File: src/rtl/edge_arb_pkg.sv
// Shared types and constants for the edge event arbiter.
package edge_arb_pkg;

    // Default number of monitored channels and the widest supported index.
    localparam int unsigned NUM_CH_DEF = 4;
    localparam int unsigned MAX_CH_W   = 4;

    // Channel index width for n channels, never narrower than one bit.
    function automatic int unsigned ch_w_of(input int unsigned n);
        return (n > 1) ? $clog2(n) : 1;
    endfunction

    // Event as presented in the output slot.
    typedef struct packed {
        logic [MAX_CH_W-1:0] ch;
        logic                rising;
    } edge_evt_t;

endpackage

File: src/rtl/edge_det.sv
// Single-channel edge detector; armed one cycle after reset so the
// reset-time input level never produces an event.
module edge_det (
    input  logic clk,
    input  logic reset,
    input  logic a_i,
    output logic rise_o,
    output logic fall_o
);

    logic prev_q;
    logic armed_q;

    // Track the previous level and arm after the first post-reset edge.
    always_ff @(posedge clk or negedge reset) begin
        if (!reset) begin
            prev_q  <= 1'b0;
            armed_q <= 1'b0;
        end else begin
            prev_q  <= a_i;
            armed_q <= 1'b1;
        end
    end

    assign rise_o = armed_q & ~prev_q & a_i;
    assign fall_o = armed_q & prev_q & ~a_i;

endmodule

File: src/rtl/edge_event_arbiter.sv
// Per-channel edge detection feeding a one-deep pending store per channel,
// drained round-robin into a single valid/ready output slot.
module edge_event_arbiter
    import edge_arb_pkg::*;
#(
    parameter int unsigned NUM_CH = NUM_CH_DEF,
    parameter int unsigned CH_W   = ch_w_of(NUM_CH)
) (
    input  logic              clk,
    input  logic              reset,
    input  logic [NUM_CH-1:0] a_i,
    input  logic [NUM_CH-1:0] ch_en_i,
    input  logic              rise_en_i,
    input  logic              fall_en_i,
    output logic              evt_valid_o,
    input  logic              evt_ready_i,
    output logic [CH_W-1:0]   evt_ch_o,
    output logic              evt_rising_o,
    output logic [NUM_CH-1:0] ovf_o,
    input  logic              ovf_clr_i
);

    logic [NUM_CH-1:0] rise;
    logic [NUM_CH-1:0] fall;
    logic [NUM_CH-1:0] det;
    logic [NUM_CH-1:0] det_rise;

    for (genvar g = 0; g < NUM_CH; g++) begin : g_det
        edge_det u_edge_det (
            .clk    (clk),
            .reset  (reset),
            .a_i    (a_i[g]),
            .rise_o (rise[g]),
            .fall_o (fall[g])
        );
    end

    assign det_rise = rise & ch_en_i & {NUM_CH{rise_en_i}};
    assign det      = det_rise | (fall & ch_en_i & {NUM_CH{fall_en_i}});

    logic [NUM_CH-1:0] pend_q, pend_d;
    logic [NUM_CH-1:0] pend_rise_q, pend_rise_d;
    logic [NUM_CH-1:0] ovf_q, ovf_d, ovf_set;
    edge_evt_t         slot_q, slot_d;
    logic              valid_q, valid_d;
    logic [CH_W-1:0]   last_q, last_d;

    logic              slot_free;
    logic              grant;
    logic [CH_W-1:0]   grant_idx;
    logic [NUM_CH-1:0] grant_oh;
    logic [NUM_CH-1:0] eligible;
    int unsigned       idx;

    // Round-robin search starting just after the last granted channel.
    always_comb begin
        slot_free = !valid_q || evt_ready_i;
        eligible  = pend_q & ch_en_i;
        grant     = 1'b0;
        grant_idx = '0;
        idx       = 0;
        for (int unsigned k = 0; k < NUM_CH; k++) begin
            idx = (32'(last_q) + 32'd1 + k) % NUM_CH;
            if (!grant && slot_free && eligible[idx]) begin
                grant     = 1'b1;
                grant_idx = CH_W'(idx);
            end
        end
        grant_oh = grant ? (NUM_CH'(1) << grant_idx) : '0;
    end

    // Pending store: oldest event wins, a grant in the same cycle frees the entry.
    always_comb begin
        pend_d      = pend_q;
        pend_rise_d = pend_rise_q;
        ovf_set     = '0;
        for (int unsigned i = 0; i < NUM_CH; i++) begin
            if (!ch_en_i[i]) begin
                pend_d[i] = 1'b0;
            end else if (det[i]) begin
                if (pend_q[i] && !grant_oh[i]) begin
                    ovf_set[i] = 1'b1;
                end else begin
                    pend_d[i]      = 1'b1;
                    pend_rise_d[i] = det_rise[i];
                end
            end else if (grant_oh[i]) begin
                pend_d[i] = 1'b0;
            end
        end
        // A new overflow beats a simultaneous clear.
        ovf_d = (ovf_clr_i ? '0 : ovf_q) | ovf_set;
    end

    // Output slot: load on grant, empty on handshake, otherwise hold.
    always_comb begin
        slot_d  = slot_q;
        valid_d = valid_q;
        last_d  = last_q;
        if (grant) begin
            valid_d       = 1'b1;
            slot_d.ch     = MAX_CH_W'(grant_idx);
            slot_d.rising = pend_rise_q[grant_idx];
            last_d        = grant_idx;
        end else if (evt_ready_i) begin
            valid_d = 1'b0;
        end
    end

    // State registers; reset drops every pending and presented event.
    always_ff @(posedge clk or negedge reset) begin
        if (!reset) begin
            pend_q      <= '0;
            pend_rise_q <= '0;
            ovf_q       <= '0;
            slot_q      <= '0;
            valid_q     <= 1'b0;
            last_q      <= CH_W'(NUM_CH - 1);
        end else begin
            pend_q      <= pend_d;
            pend_rise_q <= pend_rise_d;
            ovf_q       <= ovf_d;
            slot_q      <= slot_d;
            valid_q     <= valid_d;
            last_q      <= last_d;
        end
    end

    // Upper slot index bits are unused when CH_W is narrower than MAX_CH_W.
    logic unused_slot_ch;
    assign unused_slot_ch = ^slot_q.ch;

    assign evt_valid_o  = valid_q;
    assign evt_ch_o     = slot_q.ch[CH_W-1:0];
    assign evt_rising_o = slot_q.rising;
    assign ovf_o        = ovf_q;

endmodule

File: config.mk
export PLATFORM = sky130hd
export DESIGN_NAME = edge_event_arbiter
export DESIGN_NICKNAME = d
export VERILOG_FILES = /design/src/rtl/edge_arb_pkg.sv /design/src/rtl/edge_det.sv /design/src/rtl/edge_event_arbiter.sv
export SDC_FILE = /design/constraint.sdc
export NUM_CORES = 1
export LEC_CHECK = 0
export CAP_MARGIN = 20
export CORE_ASPECT_RATIO = 2
export CORE_MARGIN = 3
export CORE_UTILIZATION = 35
export DETAILED_ROUTE_END_ITERATION = 10
export HOLD_SLACK_MARGIN = 0.02
export SETUP_SLACK_MARGIN = 0.3
export SLEW_MARGIN = 20
export SYNTH_ARGS = -nofsm -noshare
export SYNTH_HDL_FRONTEND = slang
export SYNTH_SLANG_ARGS = --single-unit
File: constraint.sdc
create_clock -name clk -period 2.75 [get_ports clk]
set_input_delay 0.55 -clock clk [delete_from_list [all_inputs] [get_ports clk]]
set_output_delay 0.55 -clock clk [all_outputs]
set_load 0.02 [all_outputs]
### Yosys cells after proc, flatten, opt, wreduce, memory -nomap -nowiden

Index checks and enable logic that the tools add are counted.

* bits in registers: 23
* bits of input ports: 14

* add/sub/neg operators: 4
* magnitude comparators: 5
* equality and inequality tests: 8
* shift operators: 1
* mux-type cells: 50
* bitwise operators: 35
* reductions and logical operators: 29

Operators by type and width (count)
* 2-to-1 mux 1 bit: 39
* bitwise AND 4 bit: 5
* bitwise AND 1 bit: 16
* less-than comparator 2 x 3 -> 1 bit (second input constant): 5
* inequality test 3 x 1 -> 1 bit (second input constant): 4
* inequality test 3 bit (second input constant): 4
* NOT 1 bit: 12
* AND reduction 3 bit: 4
* logical AND 1 bit: 11
* binary-select mux 1 bit (select 2 bit): 5
* logical NOT 1 bit: 8
* 2-to-1 mux 2 bit: 4
* 2-to-1 mux 4 bit: 2
* bitwise OR 4 bit: 2
* AND reduction 2 bit: 4
* adder 2 x 1 -> 2 bit (second input constant): 2
* adder 2 bit (second input constant): 2
* << shifter 1 x 2 -> 4 bit (first input constant): 1
* nonzero test 2 bit: 1
* logical OR 1 bit: 1

### Longest topological paths before layout

* depth after elaboration: 25
* mapped depth: 7
* depth with buffers taken out: 6

### Cells and area by module

From an unflattened synthesis, not the netlist that was laid out.

* cell total of the unflattened synthesis: 134
* area, all modules: 1375.1 µm²

Modules (own cells, without submodules)
* edge_event_arbiter: times used 1, cells each 114, area each 1089.8 µm²
* edge_det: times used 4, cells each 5, area each 71.3 µm²

### Least setup slack after synthesis

No wires, ideal clock.

* path kind: input-to-reg
* from: in evt_ready_i
* to: reg pend_rise_q[2]
* arrival time: 1.791 ns
* data required time: 2.626 ns
* path slack: 0.835 ns
* cell stages on the path: 6
* buffers on the path: 0
* cells stage by stage: and2b_2 nor4b_1 a22o_1 a31o_2 o21ai_1 a211o_1

* longest elaborated chain between the ends: 21
* elaborated cells on any way between the ends: 25

Ends and longest elaborated chain
* start: declaration: line edge_event_arbiter.sv:16 `input logic evt_ready_i,`
* logical OR 1 bit *: line edge_event_arbiter.sv:57 `slot_free = !valid_q || evt_ready_i;`
* logical AND 1 bit: line edge_event_arbiter.sv:64 `if (!grant && slot_free && eligible[idx]) begin`
* 2-to-1 mux 1 bit: line edge_event_arbiter.sv:64
* logical NOT 1 bit: line edge_event_arbiter.sv:64
* logical AND 1 bit (2 in series): line edge_event_arbiter.sv:64
* 2-to-1 mux 1 bit: line edge_event_arbiter.sv:64
* logical NOT 1 bit: line edge_event_arbiter.sv:64
* logical AND 1 bit (2 in series): line edge_event_arbiter.sv:64
* (+2 left out)
* logical AND 1 bit (2 in series): line edge_event_arbiter.sv:64
* 2-to-1 mux 2 bit: line edge_event_arbiter.sv:64
* << shifter 1 x 2 -> 4 bit: line edge_event_arbiter.sv:69 `grant_oh = grant ? (NUM_CH'(1) << grant_idx) : '0;`
* 2-to-1 mux 4 bit *: line edge_event_arbiter.sv:69
* logical NOT 1 bit *: line edge_event_arbiter.sv:81 `if (pend_q[i] && !grant_oh[i]) begin`
* logical AND 1 bit *: line edge_event_arbiter.sv:81
* NOT 1 bit (no line) *
* AND reduction 3 bit (no line) *
* end signal: assignment: line edge_event_arbiter.sv:121 `pend_rise_q <= pend_rise_d;`
* end: declaration: line edge_event_arbiter.sv:42 `logic [NUM_CH-1:0] pend_rise_q, pend_rise_d;`

Every way passes the cells marked *; elsewhere a longest branch is shown, timed or not.
A chain may end at the register's enable or synchronous reset.

### Worst setup path in the final report

* from: in ch_en_i[0]
* to: reg pend_rise_q[3]

* longest elaborated chain between the ends: 23
* elaborated cells on any way between the ends: 33

Ends and longest elaborated chain
* start: declaration: line edge_event_arbiter.sv:12 `input logic [NUM_CH-1:0] ch_en_i,`
* bitwise AND 4 bit *: line edge_event_arbiter.sv:58 `eligible = pend_q & ch_en_i;`
* binary-select mux 1 bit (select 2 bit): line edge_event_arbiter.sv:64
* 2-to-1 mux 1 bit (not written as such): line edge_event_arbiter.sv:64
* logical AND 1 bit: line edge_event_arbiter.sv:64
* 2-to-1 mux 1 bit: line edge_event_arbiter.sv:64
* logical NOT 1 bit: line edge_event_arbiter.sv:64
* logical AND 1 bit (2 in series): line edge_event_arbiter.sv:64
* 2-to-1 mux 1 bit: line edge_event_arbiter.sv:64
* (+5 left out)
* logical AND 1 bit (2 in series): line edge_event_arbiter.sv:64
* 2-to-1 mux 2 bit: line edge_event_arbiter.sv:64
* << shifter 1 x 2 -> 4 bit: line edge_event_arbiter.sv:69
* 2-to-1 mux 4 bit *: line edge_event_arbiter.sv:69
* logical NOT 1 bit *: line edge_event_arbiter.sv:81
* logical AND 1 bit *: line edge_event_arbiter.sv:81
* NOT 1 bit (no line) *
* AND reduction 3 bit (no line) *

Every way passes the cells marked *; elsewhere a longest branch is shown, timed or not. The select of a mux whose other input is x is not followed.

==> results.md <==
- The run finished with clean final reports.
- STA puts the critical path data arrival time at 2.56 ns.
- The post-synthesis sequential element count is 23.
- The maximum net fanout on the critical path is 10.
- During synthesis, Yosys emitted a total of 0 warnings.
- The core box area is 3453 um2.
- The number of vias per cell after detailed routing is 5.505.
- The dominant combinational cell family by area after synthesis is compound AO/OA/AOI/OAI gates.
- Once the clock tree was built, the setup fixing pass inserted 0 buffers.
- The congestion estimate from routability-driven global placement came to 0.8787.
- The xor-xnor portion of the synthesized cell area is 0.
- The analysis attributes to cell leakage a power of 0.6919 nW.
- Setup repair after global routing could not meet its margin everywhere.
- The average wire length per cell after detail routing is 15.84 um.
- The via count of the first global-routing pass came to 1155.
- By startpoint and endpoint, the worst setup path is classified as in2reg.
- Summed over all failing endpoints, the final setup total negative slack is 0 ns.
- The H-tree depth reported by CTS is 1.
- The total power divided by cell area is 697.7 nW/um2.
- The post-synthesis instance area is 1279 um2.
- VDD sags by at most 464.8 uV.
- For the worst setup path, the data required time is 2.90 ns.
- Summed over all nets, the half-perimeter wirelength after detailed placement is 2584 um.
- TritonCTS built the clock tree.
- The pin count of the biggest net entering global routing is 24.
- The floorplan step set the die width to 48.74 um.
- The number of buffers inserted during clock tree synthesis is 3.
- For this configuration, the core starts out at a cell density of 0.3703.
- The worst setup path is launched from an input pin.
- Of the total synthesized cell area, the portion taken by full adders, half adders and majority gates is 0.
- The most frequent standard cell in the layout excluding fill and tap cells is nand2_1.
- In the final design database the tool counted 181 nets.
- The most common flop cell mapped by yosys is dfrtp_1.
- Counting every instance in the synthesized netlist gives 138.
- The number of antenna diodes in the final layout is 0.
- The completed layout was analyzed and its total power is 1.138 mW.
- Max-cap violations in this run came to 0.
- For this design the top-level I/O count stands at 22.
- The source-to-sink clock delay at the later pin of the worst-skew pair is 0.27 ns.
- In the synthesized netlist the async set-or-reset flop fraction comes to 1.000.
- The count of flip-flops with a built-in enable after synthesis is 0.
- Counting the fill cells in the layout gives 361.
- The clock-pin slew on the worst setup and hold paths is 0.08 ns.
- The number of antenna violations at the first check in global routing is 0.
- The die covers 4459 um2.
- The share of synthesized area spent on multiplexers is 0.02348.
- The first routing iteration left 28 violations.
- The relative area change from synthesis to final layout is 27.49%.
- The achievable clock frequency is 415.8 MHz.
- Setup violations remaining at the end of the flow were counted as 0.
- After detailed routing, the number of remaining DRC violations is 0.
- Walking the worst path, the cells encountered are clkdlybuf4s50_1 -> and3_4 -> a211oi_1 -> a22o_1 -> a31oi_4 -> o21ai_1 -> a211o_1.
- The fraction of final layout cells sized beyond drive strength 1 is 0.1325.
- The smallest clock period supported by the final layout is computed as 2.405 ns.
- The max-slew violation count is 0.
- The first global-routing pass estimated 5464 um of wire.
- Measured along the y axis, the die boundary spans 91.48 um.
- The simple logic cell fraction of the synthesized area is 0.2446.
- The routed layout has 1178 vias.
- Of the synthesized area, sequential elements account for 0.4521.
- The distinct cell type count after synthesis is 41.
- The row count is 30.
- In this design, the stage delay of the slowest critical-path cell is 0.57 ns.
- The hold violation count in the final report is 0.
- Among all stages on the critical path, the largest delay is contributed by clkdlybuf4s50_1.
- The number of port buffers is 21.
- The clock drives 23 sinks.
- The first detailed-routing pass ran for 4 iterations.
- The worst setup path is captured at a flop.
- The path class of the tightest hold or removal check is reg2reg.
- The compound-cell area share of the yosys netlist is 0.2495.
- The top cell types in the final layout, fill and taps aside, are 26 x nand2_1, 21 x dfrtp_1, 20 x clkdlybuf4s50_1.
- Summed over all layers, the routed wires come to 3390 um.
- Of the available clock period, the critical path in the final layout requires 0.8746.
- Synthesis produced a netlist with a net count of 152.
- The clock root buffer master is clkbuf_8.
- For the final database, setup skew stands at 0.006183 ns.
- The number of placed instances, taps included, is 210.
- Once detail routing completed, the nets flagged for antenna violations numbered 0.
- In the global route stage, overall resource usage came out at 0.1547.
- Among cell families on the critical path, the largest total delay comes from compound AO/OA/AOI/OAI gates.
- For this run, the number of standard cells in the final layout without fillers is 214.
- The post-synthesis area per instance is 9.266 um2.
- Summed over all layers, the global routing overflow is 0.
- The number of buffers and inverters on the critical path is 1.
- Counting along the longest clock path gives a buffer depth of 2.
==> metrics by stage <==
step | util | cell area (um2) | setup slack (ns) | hold slack [ns]
after CTS | 0.4688 | 1619 | 0.3654 | 0.4912
after global routing | 0.4721 | 1630 | 0.2627 | 0.5346
after detailed placement | 0.4558 | 1574 | 0.09341 | 0.4659
final | 0.4721 | 1630 | 0.3449 | 0.4871
after floorplan | - | 1279 | 0.8349 | 0.2544
after global placement | 0.4558 | 1574 | 0.1426 | 0.4647
==> logic make-up after synthesis <==
logic type,after synthesis
AOI/OAI and AO/OA,41
DFF,23
and+or+nand+nor,62
other,1
muxes,3
buffers and inverters,8
==> path summary, 6_finish.rpt <==
| kind | from | depth (start not counted) | slack (ns) | end |
|---|---|---|---|---|
| max | ch_en_i[0] | 7 | 0.34 | pend_rise_q[3]$_DFFE_PN0P_ |
| min | evt_ch_o[1]$_DFFE_PN0P_ | 2 | 0.49 | evt_ch_o[1]$_DFFE_PN0P_ |
| max reg2reg | last_q[1]$_DFFE_PN1P_ | 6 | 0.53 | pend_rise_q[3]$_DFFE_PN0P_ |
| min reg2reg | evt_ch_o[1]$_DFFE_PN0P_ | 2 | 0.49 | evt_ch_o[1]$_DFFE_PN0P_ |
| max in group asynchronous | reset | 2 | 1.83 | last_q[1]$_DFFE_PN1P_ |
| min in group asynchronous | reset | 2 | 0.64 | pend_q[3]$_DFFE_PN0P_ |
==> cell usage after synthesis (all sizes together), types with 2 or more instances <==
master  number  area [um2]
nand2       27       108.9
dfrtp       21       525.5
o21ai       12       63.81
nor2         8       30.03
a21oi        7       35.03
nor3         7       35.03
inv          6       22.52
nor2b        6       37.54
nand3        5       25.02
o22ai        4       25.02
a211o        3       26.28
mux2i        3       30.03
a211oi       2       15.01
a21o         2       16.27
a31oi        2       27.53
dfstp        2       52.55
nand4b       2       17.52
o32ai        2       36.29
==> registers in the layout, summed over array words and instances (netlist names) <==
name                      count
evt_ch_o                      2
evt_rising_o                  1
evt_valid_o                   1
g_det.u_edge_det.armed_q      1
g_det.u_edge_det.prev_q       4
last_q                        2
ovf_o                         4
pend_q                        4
pend_rise_q                   4
==> worst min-delay path, delay by kind of cell (launching register included) <==
kind | cells | cell delay (ns)
and+or+nand+nor | 2 | 0.11
DFF | 1 | 0.35
==> repair_timing <==
item,CTS,global route
setup endpoints to repair,0,1
resized for setup,0,2
hold buffers,0,0
==> report_power, final <==
part / switching, mW / leakage, nW / total (mW) / internal (mW)
registers: 0.0869 / 0.280 / 0.499 / 0.412
logic: 0.226 / 0.389 / 0.424 / 0.198
clock network: 0.111 / 0.0228 / 0.214 / 0.103
==> metal layers <==
layer / track usage / part of all wire / wire (um) / vias to the layer above
met1: 0.1781 / 0.38 / 1302 / 570
li1: - / - / - / 561
met5: 0 / 0 / 0 / -
met2: 0.2659 / 0.54 / 1829 / 35
met4: 0.08076 / 0.038 / 130 / 0
met3: 0.02791 / 0.037 / 127 / 12
==> cell type report <==
class	count	area, um2	share of cell area
clock buffer	4	45.04	0.02763
tap	48	60.06	0.03684
sequential	23	578.1	0.3546
inverter	6	22.52	0.01381
multi-input combinational	107	674.4	0.4137
timing repair buffer	26	250.2	0.1535
Note: power is estimated with default switching activity, not from simulation.
